--- src/rtl/serial_subtractor_16bit.sv ---
// serial_subtractor_16bit: chunk-serial a - b - borrow_in with a start/done handshake.
// Subtraction is done as a + ~b + ~borrow_in, CHUNK bits per clock, LSB chunk first.
module serial_subtractor_16bit #(
  parameter int WIDTH = 16,
  parameter int CHUNK = 4
) (
  input  logic             clk,
  input  logic             n_rst,
  input  logic             start,
  input  logic [WIDTH-1:0] a,
  input  logic [WIDTH-1:0] b,
  input  logic             borrow_in,
  output logic             busy,
  output logic             done,
  output logic [WIDTH-1:0] difference,
  output logic             borrow_out,
  output logic             overflow
);
  localparam int N  = WIDTH / CHUNK;
  localparam int CW = (N > 1) ? $clog2(N) : 1;

  if (WIDTH % CHUNK != 0) begin : g_bad_chunk
    $error("CHUNK must divide WIDTH evenly");
  end

  typedef enum logic [1:0] {IDLE, CALC, DONE} state_t;

  state_t           r_state;
  logic [WIDTH-1:0] r_a;
  logic [WIDTH-1:0] r_nb;
  logic [WIDTH-1:0] r_res;
  logic             r_carry;
  logic             r_a_msb;
  logic             r_b_msb;
  logic [CW-1:0]    r_cnt;

  logic [CHUNK:0]   w_sum;
  logic [WIDTH-1:0] w_res_next;
  logic             w_last;
  logic             w_accept;

  always_comb begin
    w_sum      = {1'b0, r_a[CHUNK-1:0]} + {1'b0, r_nb[CHUNK-1:0]} + {{CHUNK{1'b0}}, r_carry};
    w_res_next = WIDTH'({w_sum[CHUNK-1:0], r_res} >> CHUNK);
    w_last     = r_cnt == CW'(N - 1);
    w_accept   = start && r_state != CALC;
  end

  always_ff @(posedge clk or negedge n_rst) begin
    if (!n_rst) begin
      r_state    <= IDLE;
      r_a        <= '0;
      r_nb       <= '0;
      r_res      <= '0;
      r_carry    <= 1'b0;
      r_a_msb    <= 1'b0;
      r_b_msb    <= 1'b0;
      r_cnt      <= '0;
      busy       <= 1'b0;
      done       <= 1'b0;
      difference <= '0;
      borrow_out <= 1'b0;
      overflow   <= 1'b0;
    end else if (r_state == CALC) begin
      r_res   <= w_res_next;
      r_carry <= w_sum[CHUNK];
      r_a     <= r_a >> CHUNK;
      r_nb    <= r_nb >> CHUNK;
      r_cnt   <= r_cnt + CW'(1);
      done    <= w_last;
      busy    <= !w_last;
      if (w_last) begin
        r_state    <= DONE;
        difference <= w_res_next;
        borrow_out <= ~w_sum[CHUNK];
        overflow   <= (r_a_msb ^ r_b_msb) & (w_res_next[WIDTH-1] ^ r_a_msb);
      end
    end else begin
      done <= 1'b0;
      busy <= w_accept;
      if (w_accept) begin
        assert (!$isunknown({a, b, borrow_in}))
          else $error("Inputs to serial subtractor were incorrect.");
        r_state <= CALC;
        r_a     <= a;
        r_nb    <= ~b;
        r_carry <= ~borrow_in;
        r_a_msb <= a[WIDTH-1];
        r_b_msb <= b[WIDTH-1];
        r_cnt   <= '0;
      end else begin
        r_state <= IDLE;
      end
    end
  end
endmodule

--- config.mk ---
export PLATFORM = sky130hd
export DESIGN_NAME = serial_subtractor_16bit
export DESIGN_NICKNAME = d
export VERILOG_FILES = /design/src/rtl/serial_subtractor_16bit.sv
export SDC_FILE = /design/constraint.sdc
export NUM_CORES = 1
export LEC_CHECK = 0
export ABC_AREA = 1
export CELL_PAD_IN_SITES_DETAIL_PLACEMENT = 1
export CELL_PAD_IN_SITES_GLOBAL_PLACEMENT = 2
export CORE_ASPECT_RATIO = 0.9
export CORE_MARGIN = 2
export CORE_UTILIZATION = 30
export CTS_CLUSTER_DIAMETER = 50
export DETAILED_ROUTE_END_ITERATION = 8
export PLACE_DENSITY = 0.86
export SYNTH_ARGS = -nofsm -noshare
export SYNTH_HDL_FRONTEND = slang
export SYNTH_SLANG_ARGS = --single-unit
--- constraint.sdc ---
create_clock -name clk -period 1.8 [get_ports clk]
set_input_delay 0.18 -clock clk [delete_from_list [all_inputs] [get_ports clk]]
set_output_delay 0.18 -clock clk [all_outputs]
set_load 0.02 [all_outputs]
==> reports/metrics.yaml, run 1 <==
worst_setup_path:
  cp_max_fo: 2
  cp.required_ps: 2000
  cp-end-kind: "register"
  r2r_cells: 6
  critical_path_class: "register to register"
  worstSetupStartpointType: "register"
  arrival_ps: 1920
place:
  place_ws_ps: -23.2
  place.gp.congestion: 0.808
  hpwl_um: 4740
  io_buffers: 55
global_route:
  grt_pass1_wl_um: 11300
  grt_pass1_vias: 2353
  grt_max_degree: 43
  grtUsageTotal: 0.137
  grt_overflow: 0
  antenna_found_initial: 0
layout:
  syn2layout_area_growth_pct: 31.5
  n_fill_cell: 1131
  drive_gt1_frac: 0.0836
  layout.nets: 408
  antenna_cells: 0
route:
  drc: 0
  dr.pass1.iters: 4
  drt.antenna.violating_nets: 0
  avgViaCountPerCell: 4.56
  avgRoutedWirePerCell_um: 13.2
  drtIter0Drc: 102
  vias: 2266
  routed_wl_um: 6540
die:
  dieWidth_um: 108
  initial_core_util: 0.305
  dieArea_sq_um: 10500
  core_region_area_sq_um: 9530
  rows: 34
  pin_count: 56
  die_h_um: 97.4
min_path:
  hp-class: "input port to async pin"
sta:
  fin_crit_ps: 1730
  layout_setup_ws_ps: 72.4
  slew_headroom: 0.648
  fin_crit_sh: 0.960
  finalHoldViolations: 0
  whs_ps: 353
  rsz0062_at_grt: "no"
  setup_violations: 0
  setup_tns_ps: 0
  tightest_slew_ps: 528
  fin_skew_ps: 7.35
  slew_viol_final: 0
  max_freq_mhz: 579
clock_network:
  clkSlewWorstSetupHoldPaths_ps: 70
  ctsRootBufferMaster: "clkbuf_8"
  clk_path_buf_depth: 2
  htreeDepth: 3
  cts_tree: "done"
  clock_sinks: 71
  insertion_delay_ps: 340
  cts_buffers: 9
synth:
  netlist_instances: 304
  synth_edf_count: 0
  ys_types: 23
  synth.most_common_cell: "nand2_1"
  synth_area_leaders: "dfrtp_1 61%, nand2_1 14%, o21ai_0 5.3%"
  synth_flop_cell: "dfrtp_1"
  ys_seq_elements: 71
  synth_warnings: 0
  ys_seq_area_frac: 0.611
  avgSynthCellArea_sq_um: 9.56
  synthArstFlopShare: 1.00
  netlist_top_cells_count: "111 x nand2_1, 71 x dfrtp_1, 31 x o21ai_0"
  syn-num-nets: 346
  yosysTopAreaCell: "dfrtp_1"
  synth_top_area_share: 0.611
  synth_area_sq_um: 2910
job:
  cap_violations: 0
power:
  p_per_area_nw_per_um2: 1700
  leakage_nw: 1.78
  peakVddDrop_v: 0.000594
status:
  outcome: "completed"
[report_power, final]
group          internal (mW)  switching (mW)
Sequential              2.27           0.372
Clock                  0.672           0.567
Combinational           1.09            1.54
[per-stage QoR]
step	util	cells	area [sq um]	power, mW
2_1_floorplan	-	304	2910	4.32
3_3_place_gp	0.379	480	3610	5.21
3_5_place_dp	0.379	480	3610	5.34
4_1_cts	0.400	497	3820	6.63
5_1_grt	0.401	497	3820	7.10
6_report	0.401	497	3820	6.51
[layer usage]
layer,up-vias,global-route usage,share of wire
met5,-,0,0
met4,0,0.0473,0.0087
met3,5,0.0362,0.035
met2,46,0.211,0.47
met1,1105,0.187,0.49
li1,1110,-,-
[what timing repair did]
item	CTS	global route
hold endpoints to repair	39	0
pin swaps	0	0
hold buffers	1	0
setup buffers	0	0
endpoints found under the setup margin	1	2
gates resized for setup	1	2
[cells by family after synthesis]
kind of cell	after synthesis	share of synthesized area
DFF	71	0.611
adders and majority gates	6	0.0310
buffers and inverters	38	0.0581
and+or+nand+nor	135	0.186
xor gates and xnor gates	1	0.00301
AOI/OAI and AO/OA	53	0.111
[layout by cell type, fill, tap and decap left out, types with 2 or more instances in the layout]
cell | netlist | final
inv_2 | 2 | 2
inv_1 | 21 | 21
clkdlybuf4s50_1 | 0 | 54
o221ai_1 | 4 | 4
o21ai_0 | 31 | 31
a21oi_1 | 3 | 2
nand2_1 | 111 | 111
o211ai_1 | 9 | 9
buf_4 | 2 | 9
dfrtp_1 | 71 | 71
fa_2 | 0 | 2
nor2_1 | 4 | 4
clkbuf_8 | 0 | 10
nand3_1 | 18 | 18
clkbuf_1 | 2 | 2
a22o_1 | 4 | 4
ha_1 | 4 | 4
clkinv_2 | 0 | 3
[path summary, 6_finish.rpt]
kind	slack (ps)	start	endpoint
max in group asynchronous	840	n_rst	r_a[2]
hold / removal	350	n_rst	difference[5]
setup / recovery	70	r_a[0]	r_carry
hold reg to reg	480	r_a[15]	r_a[15]
setup reg to reg	70	r_a[0]	r_carry
min in group clk	400	b[14]	r_nb[14]
[flip-flops by register name, summed over array words and instances, names as in the netlist, 2 cells and up]
register / flops
difference: 16
r_a: 16
r_res: 12
r_nb: 16
r_state: 2
r_cnt: 2
[layout make-up]
cell class / instances / area, sq um / area share
well taps: 126 / 158 / 0.0412
repair buffers: 65 / 638 / 0.167
multi-input cells: 195 / 970 / 0.254
clock inverters: 4 / 45.0 / 0.0118
clock buffers: 12 / 145 / 0.0380
inverters: 24 / 90.1 / 0.0236
flip-flops and latches: 71 / 1780 / 0.465
[worst max-delay path: stages (launching register included)]
cell      delay (ps)
dfrtp_1          400
fa_2             420
fa_2             380
a21oi_2          150
o21bai_1          90
nand2_1           70
o211ai_1          80
(Power assumes the default switching activity.)
==> inputs of run 2 (changes only) <==
--- a/config.mk
+++ b/config.mk
@@ -13,2 +13,3 @@
 export CORE_UTILIZATION = 30
+export CTS_BUF_LIST = sky130_fd_sc_hd__clkbuf_4 sky130_fd_sc_hd__clkbuf_8
 export CTS_CLUSTER_DIAMETER = 50
==> constraint.sdc (replaced) <==
create_clock -name clk -period 1.8 [get_ports clk]
set_input_delay 0.36 -clock clk [delete_from_list [all_inputs] [get_ports clk]]
set_output_delay 0.36 -clock clk [all_outputs]
set_load 0.02 [all_outputs]
==> run 2 against run 1 <==
  * Sequential share of layout area decreased by 0.44 points
  * Largest cell class unchanged
  * Non-clock buffer count fell by 1
  * Setup slack got worse by 11 ps
  * Worst hold slack better by 29 ps
  * Flip-flop and latch count did not move
  * Register-to-register slack is essentially flat
==> reports/metrics.yaml, run 2 (synthesis results as in run 1) <==
clock_network:
  clkSlewWorstSetupHoldPaths_ps: 80  # about the same
  htreeDepth: 3  # unchanged
  cts_tree: "done"
  ctsRootBufferMaster: "clkbuf_8"
  clk_path_buf_depth: 2  # unchanged
  clock_sinks: 71  # unchanged
  insertion_delay_ps: 340  # about the same
  cts_buffers: 9  # unchanged
place:
  place_area_sq_um: 3620  # +0.14%
  io_buffers: 55  # unchanged
  place.gp.congestion: 0.765  # -5.3%
  place_ws_ps: -66.0  # -42.8 ps
  dp.cells: 479  # -0.21%
  hpwl_um: 4710  # -0.65%
global_route:
  grtUsageTotal: 0.140  # +0.00292
  grt_max_degree: 38  # -12%
  grt_overflow: 0  # unchanged
  antenna_found_initial: 0  # unchanged
  grt_pass1_wl_um: 11500  # +1.6%
  grt_pass1_vias: 2340  # -0.55%
layout:
  final_common_cell: "nand2_1"
  antenna_cells: 0  # unchanged
  stdcell_count: 496  # -0.20%
  multi_input_area_sq_um: 970  # unchanged
  final_cell_area_sq_um: 3860  # +0.95%
  regArea_sq_um: 1780  # unchanged
  layout.nets: 407  # -0.25%
  finalCoreUtilization: 0.405  # +0.00381
  layout_common_cells: "111 x nand2_1, 71 x dfrtp_1, 54 x clkdlybuf4s50_1"
  syn2layout_area_growth_pct: 32.8
  reg_top3: "difference: 16 flops, r_a: 16 flops, r_nb: 16 flops"
  drive_gt1_frac: 0.0865  # +0.00293
  n_fill_cell: 1120  # -0.97%
route:
  drtIter0Drc: 85  # -17%
  drt.antenna.violating_nets: 0  # unchanged
  drc: 0  # unchanged
  vias: 2269  # +0.13%
  avgViaCountPerCell: 4.57  # +0.33%
  routed_wl_um: 6630  # +1.3%
  avgRoutedWirePerCell_um: 13.4  # +1.5%
  dr.pass1.iters: 4  # unchanged
sta:
  whs_ps: 382  # +29.4 ps
  setup_tns_ps: 0  # unchanged
  tightest_slew_ps: 512  # -16.5 ps
  max_freq_mhz: 575  # -0.65%
  fin_crit_ps: 1740  # +11.3 ps
  slew_headroom: 0.659  # +0.0106
  finalHoldViolations: 0  # unchanged
  fin_crit_sh: 0.966  # +0.00627
  fin_skew_ps: 5.72  # -1.64 ps
  rsz0062_at_grt: "no"
  setup_violations: 0  # unchanged
  slew_viol_final: 0  # unchanged
  layout_setup_ws_ps: 61.1  # -11.3 ps
power:
  peakVddDrop_v: 0.000580  # -2.3%
  total_power_mw: 6.70  # +2.8%
  leakage_nw: 1.78  # +0.29%
  p_per_area_nw_per_um2: 1740  # +1.9%
die:
  dieArea_sq_um: 10500  # unchanged
  die_h_um: 97.4  # unchanged
  dieWidth_um: 108  # unchanged
  rows: 34  # unchanged
  pin_count: 56  # unchanged
  core_region_area_sq_um: 9530  # unchanged
  initial_core_util: 0.305  # unchanged
worst_setup_path:
  startpoint: "r_a[0]"
  r2r_cells: 6  # unchanged
  cp-end-kind: "register"
  critical_path_class: "register to register"
  r2r-start: "r_a[0]"
  worstSetupStartpointType: "register"
  cp_max_fo: 2  # unchanged
  cp.required_ps: 2010  # about the same
  arrival_ps: 1950  # +30 ps
min_path:
  hp-class: "input port to async pin"
status:
  outcome: "completed"
job:
  cap_violations: 0  # unchanged
-- run 2: changes by cell type in the layout (fill, tap and decap cells not counted), sizes merged --
cell,before,now
clkbuf,12,9
clkinvlp,0,2
buf,10,9
bufinv,1,2
-- run 2: per-layer routing --
metal	track usage	wire length, um	up-vias
met5	0	0	-
met4	0.0414	78	0
met3	0.0396	325	10
met2	0.219	3160	55
met1	0.190	3070	1098
li1	-	-	1106
-- run 2: timing repair --
action / 4_1_cts / 5_1_grt
setup buffers: 0 / 0
hold endpoints to repair: 9 / 0
hold buffers: 1 / 0
resized for setup: 2 / 1
pin swaps: 0 / 0
setup endpoints to repair: 2 / 1
-- run 2: path summary, 6_finish.rpt --
| check | end | slack (ps) |
|---|---|---|
| worst max-delay path | r_carry | 60 |
| worst min-delay path | difference[5] | 380 |
| worst max register to register | r_carry | 60 |
| worst min register to register | r_cnt[0] | 480 |
| max in group asynchronous | r_cnt[0] | 860 |
| min in group clk | r_cnt[0] | 480 |
-- run 2: area by class of cell --
cell class | instances | area share
inverters | 24 | 0.0233
multi-input cells | 195 | 0.251
clock inverters | 7 | 0.0253
repair buffers | 64 | 0.167
clock buffers | 9 | 0.0321
well taps | 126 | 0.0409
flip-flops and latches | 71 | 0.460
-- run 2: critical path, cell delays in order (launching register included) --
cell	delay, ps
dfrtp_1	420
fa_2	420
fa_2	380
a21oi_2	150
o21bai_1	80
nand2_1	70
o211ai_1	90
-- run 2: power by group --
group	internal [mW]	switching (mW)	total, mW
combinational	1.10	1.55	2.65
sequential	2.27	0.371	2.64
clock	0.781	0.623	1.40
==> inputs of run 3 (changes only) <==
Settings changed: REMOVE_ABC_BUFFERS set to 1, SKIP_CTS_REPAIR_TIMING set to 1.
==> run 3 against run 2 <==
  * Power grew 2.8%
  * Critical path depth is the same
  * First-iteration DRC count shrank 1.2%
  * Non-clock buffer count grew 5
  * Cell area grew 1.3%
  * Cell count grew 1.0%
  * Die area is the same
  * Fmax is essentially flat
  * Setup slack lost 1.5 ps
  * Core utilization grew 0.54 points
  * Critical endpoint is now r_res[14]
  * Highest routed layer unchanged
==> reports/metrics.yaml, run 3 (synthesis results as in run 1) <==
route:
  routed_wl_um: 6760  # +2.0%
  vias: 2270  # +0.044%
  avgRoutedWirePerCell_um: 13.5  # +1.0%
  avgViaCountPerCell: 4.53  # -0.95%
  drc: 0  # unchanged
  dr.pass1.iters: 4  # unchanged
  drt.antenna.violating_nets: 0  # unchanged
  drtIter0Drc: 84  # -1.2%
min_path:
  hp-class: "input port to async pin"
power:
  clockPowerShare: 0.220  # +0.010
  power.internal_mw: 4.34  # +4.5%
  leakage_nw: 1.83  # +2.6%
  power.switching_mw: 2.55  # about the same
  total_power_mw: 6.89  # +2.8%
  power_switching_share: 0.370  # -0.0101
  sequentialPowerShare: 0.383  # -0.011
  p_per_area_nw_per_um2: 1760  # +1.5%
  power_frac_comb: 0.396  # about the same
  peakVddDrop_v: 0.000584  # +0.63%
worst_setup_path:
  cp.required_ps: 2010  # about the same
  arrival_ps: 1960  # about the same
  cp_max_fo: 2  # unchanged
  cp-end-kind: "register"
  worstSetupStartpointType: "register"
  critical_path_class: "register to register"
global_route:
  grt_pass1_vias: 2386  # +2.0%
  top_usage_layer: "met2"
  grt_use_met3: 0.0389  # -0.000671
  grt_max_degree: 38  # unchanged
  antenna_found_initial: 0  # unchanged
  grt_overflow: 0  # unchanged
  grt.met1_usage: 0.184  # -0.00634
  grtUsageTotal: 0.141  # +0.000386
  grt_pass1_wl_um: 11600  # +1.0%
  grtUsageMet2: 0.229  # +0.0102
status:
  outcome: "completed"
clock_network:
  htreeDepth: 3  # unchanged
  ctsRootBufferMaster: "clkbuf_8"
  cts_buffers: 9  # unchanged
  cts_tree: "done"
  insertion_delay_ps: 340  # about the same
  clock_sinks: 71  # unchanged
  clkSlewWorstSetupHoldPaths_ps: 70  # about the same
  clk_path_buf_depth: 2  # unchanged
sta:
  slew_viol_final: 0  # unchanged
  finalHoldViolations: 0  # unchanged
  fin_crit_ps: 1740  # +1.46 ps
  fin_skew_ps: 10.0  # +4.29 ps
  tightest_slew_ps: 509  # -2.98 ps
  fin_crit_sh: 0.967  # about the same
  slew_headroom: 0.661  # +0.00199
  max_freq_mhz: 575  # about the same
  setup_violations: 0  # unchanged
layout:
  drive_gt1_frac: 0.101  # +0.0148
  syn2layout_area_growth_pct: 34.5
  finalCoreUtilization: 0.410  # +0.00538
  layout.nets: 412  # +1.2%
  reg_top3: "difference: 16 flops, r_a: 16 flops, r_nb: 16 flops"
  final_common_cell: "nand2_1"
  antenna_cells: 0  # unchanged
  layout_common_cells: "111 x nand2_1, 71 x dfrtp_1, 54 x clkdlybuf4s50_1"
place:
  place.gp.congestion: 0.768  # +0.35%
  io_buffers: 55  # unchanged
  hpwl_um: 4780  # +1.7%
die:
  dieArea_sq_um: 10500  # unchanged
  pin_count: 56  # unchanged
  rows: 34  # unchanged
  initial_core_util: 0.305  # unchanged
  dieWidth_um: 108  # unchanged
  core_region_area_sq_um: 9530  # unchanged
  die_h_um: 97.4  # unchanged
job:
  cap_violations: 0  # unchanged
==> run 3: changes by cell type in the layout (fill, tap and decap cells not counted), sizes merged <==
cell | before | now
bufinv | 2 | 3
buf | 9 | 14
clkbuf | 9 | 10
clkinvlp | 2 | 0
==> run 3: worst max-delay path: stages, from the launching register on <==
cell and delay [ps]:
dfrtp_1 410, fa_2 420, fa_2 390, buf_6 130, xor2_1 140, nand2_1 60
o21ai_0 70
==> run 3: power groups by stage <==
| stage | sequential, mW | combinational (mW) | clock, mW |
|---|---|---|---|
| 6_report | 2.64 | 2.73 | 1.52 |
| 2_1_floorplan | 2.81 | 1.37 | 0 |
| 3_5_place_dp | 2.67 | 2.68 | 0 |
| 4_1_cts | 2.65 | 2.70 | 1.56 |
| 5_1_grt | 2.72 | 3.11 | 1.63 |
| 3_3_place_gp | 2.63 | 2.57 | 0 |
==> run 3: layer usage <==
layer  vias to the layer above  share of wire
li1                       1116              -
met1                      1098           0.47
met2                        50           0.49
met3                         6          0.038
met4                         0         0.0081
met5                         -              0
==> run 3: final cells by class <==
| type | instances | area, sq um |
|---|---|---|
| Fill cell | 1102 | 5620 |
| Sequential cell | 71 | 1780 |
| Multi-Input combinational cell | 195 | 973 |
| Timing Repair Buffer | 69 | 672 |
| Tap cell | 126 | 158 |
| Clock buffer | 10 | 131 |
| Clock inverter | 6 | 109 |
| Inverter | 24 | 90.1 |
==> run 3: per-stage QoR <==
stage	worst slack, ps	hold slack [ps]	TNS [ps]	instance area [sq um]	cells
floorplan	-218	64.4	-5400	2830	290
global placement	29.0	217	0	3610	480
detailed placement	-52.6	219	-52.6	3610	480
CTS	-57.1	-155	-60.1	3850	496
global route	-6.18	411	-6.18	3910	501
finish	59.7	408	0	3910	501
==> run 3: final timing paths <==
check                         from       endpoint  slack (ps)  cells past startpoint
max                        r_carry      r_res[14]          60                      6
min                          n_rst  difference[6]         410                      2
max reg2reg                r_carry      r_res[14]          60                      6
min reg2reg                r_a[15]        r_a[15]         480                      2
max in group asynchronous    n_rst         r_a[2]         860                      3
min in group clk           r_a[15]        r_a[15]         480                      2
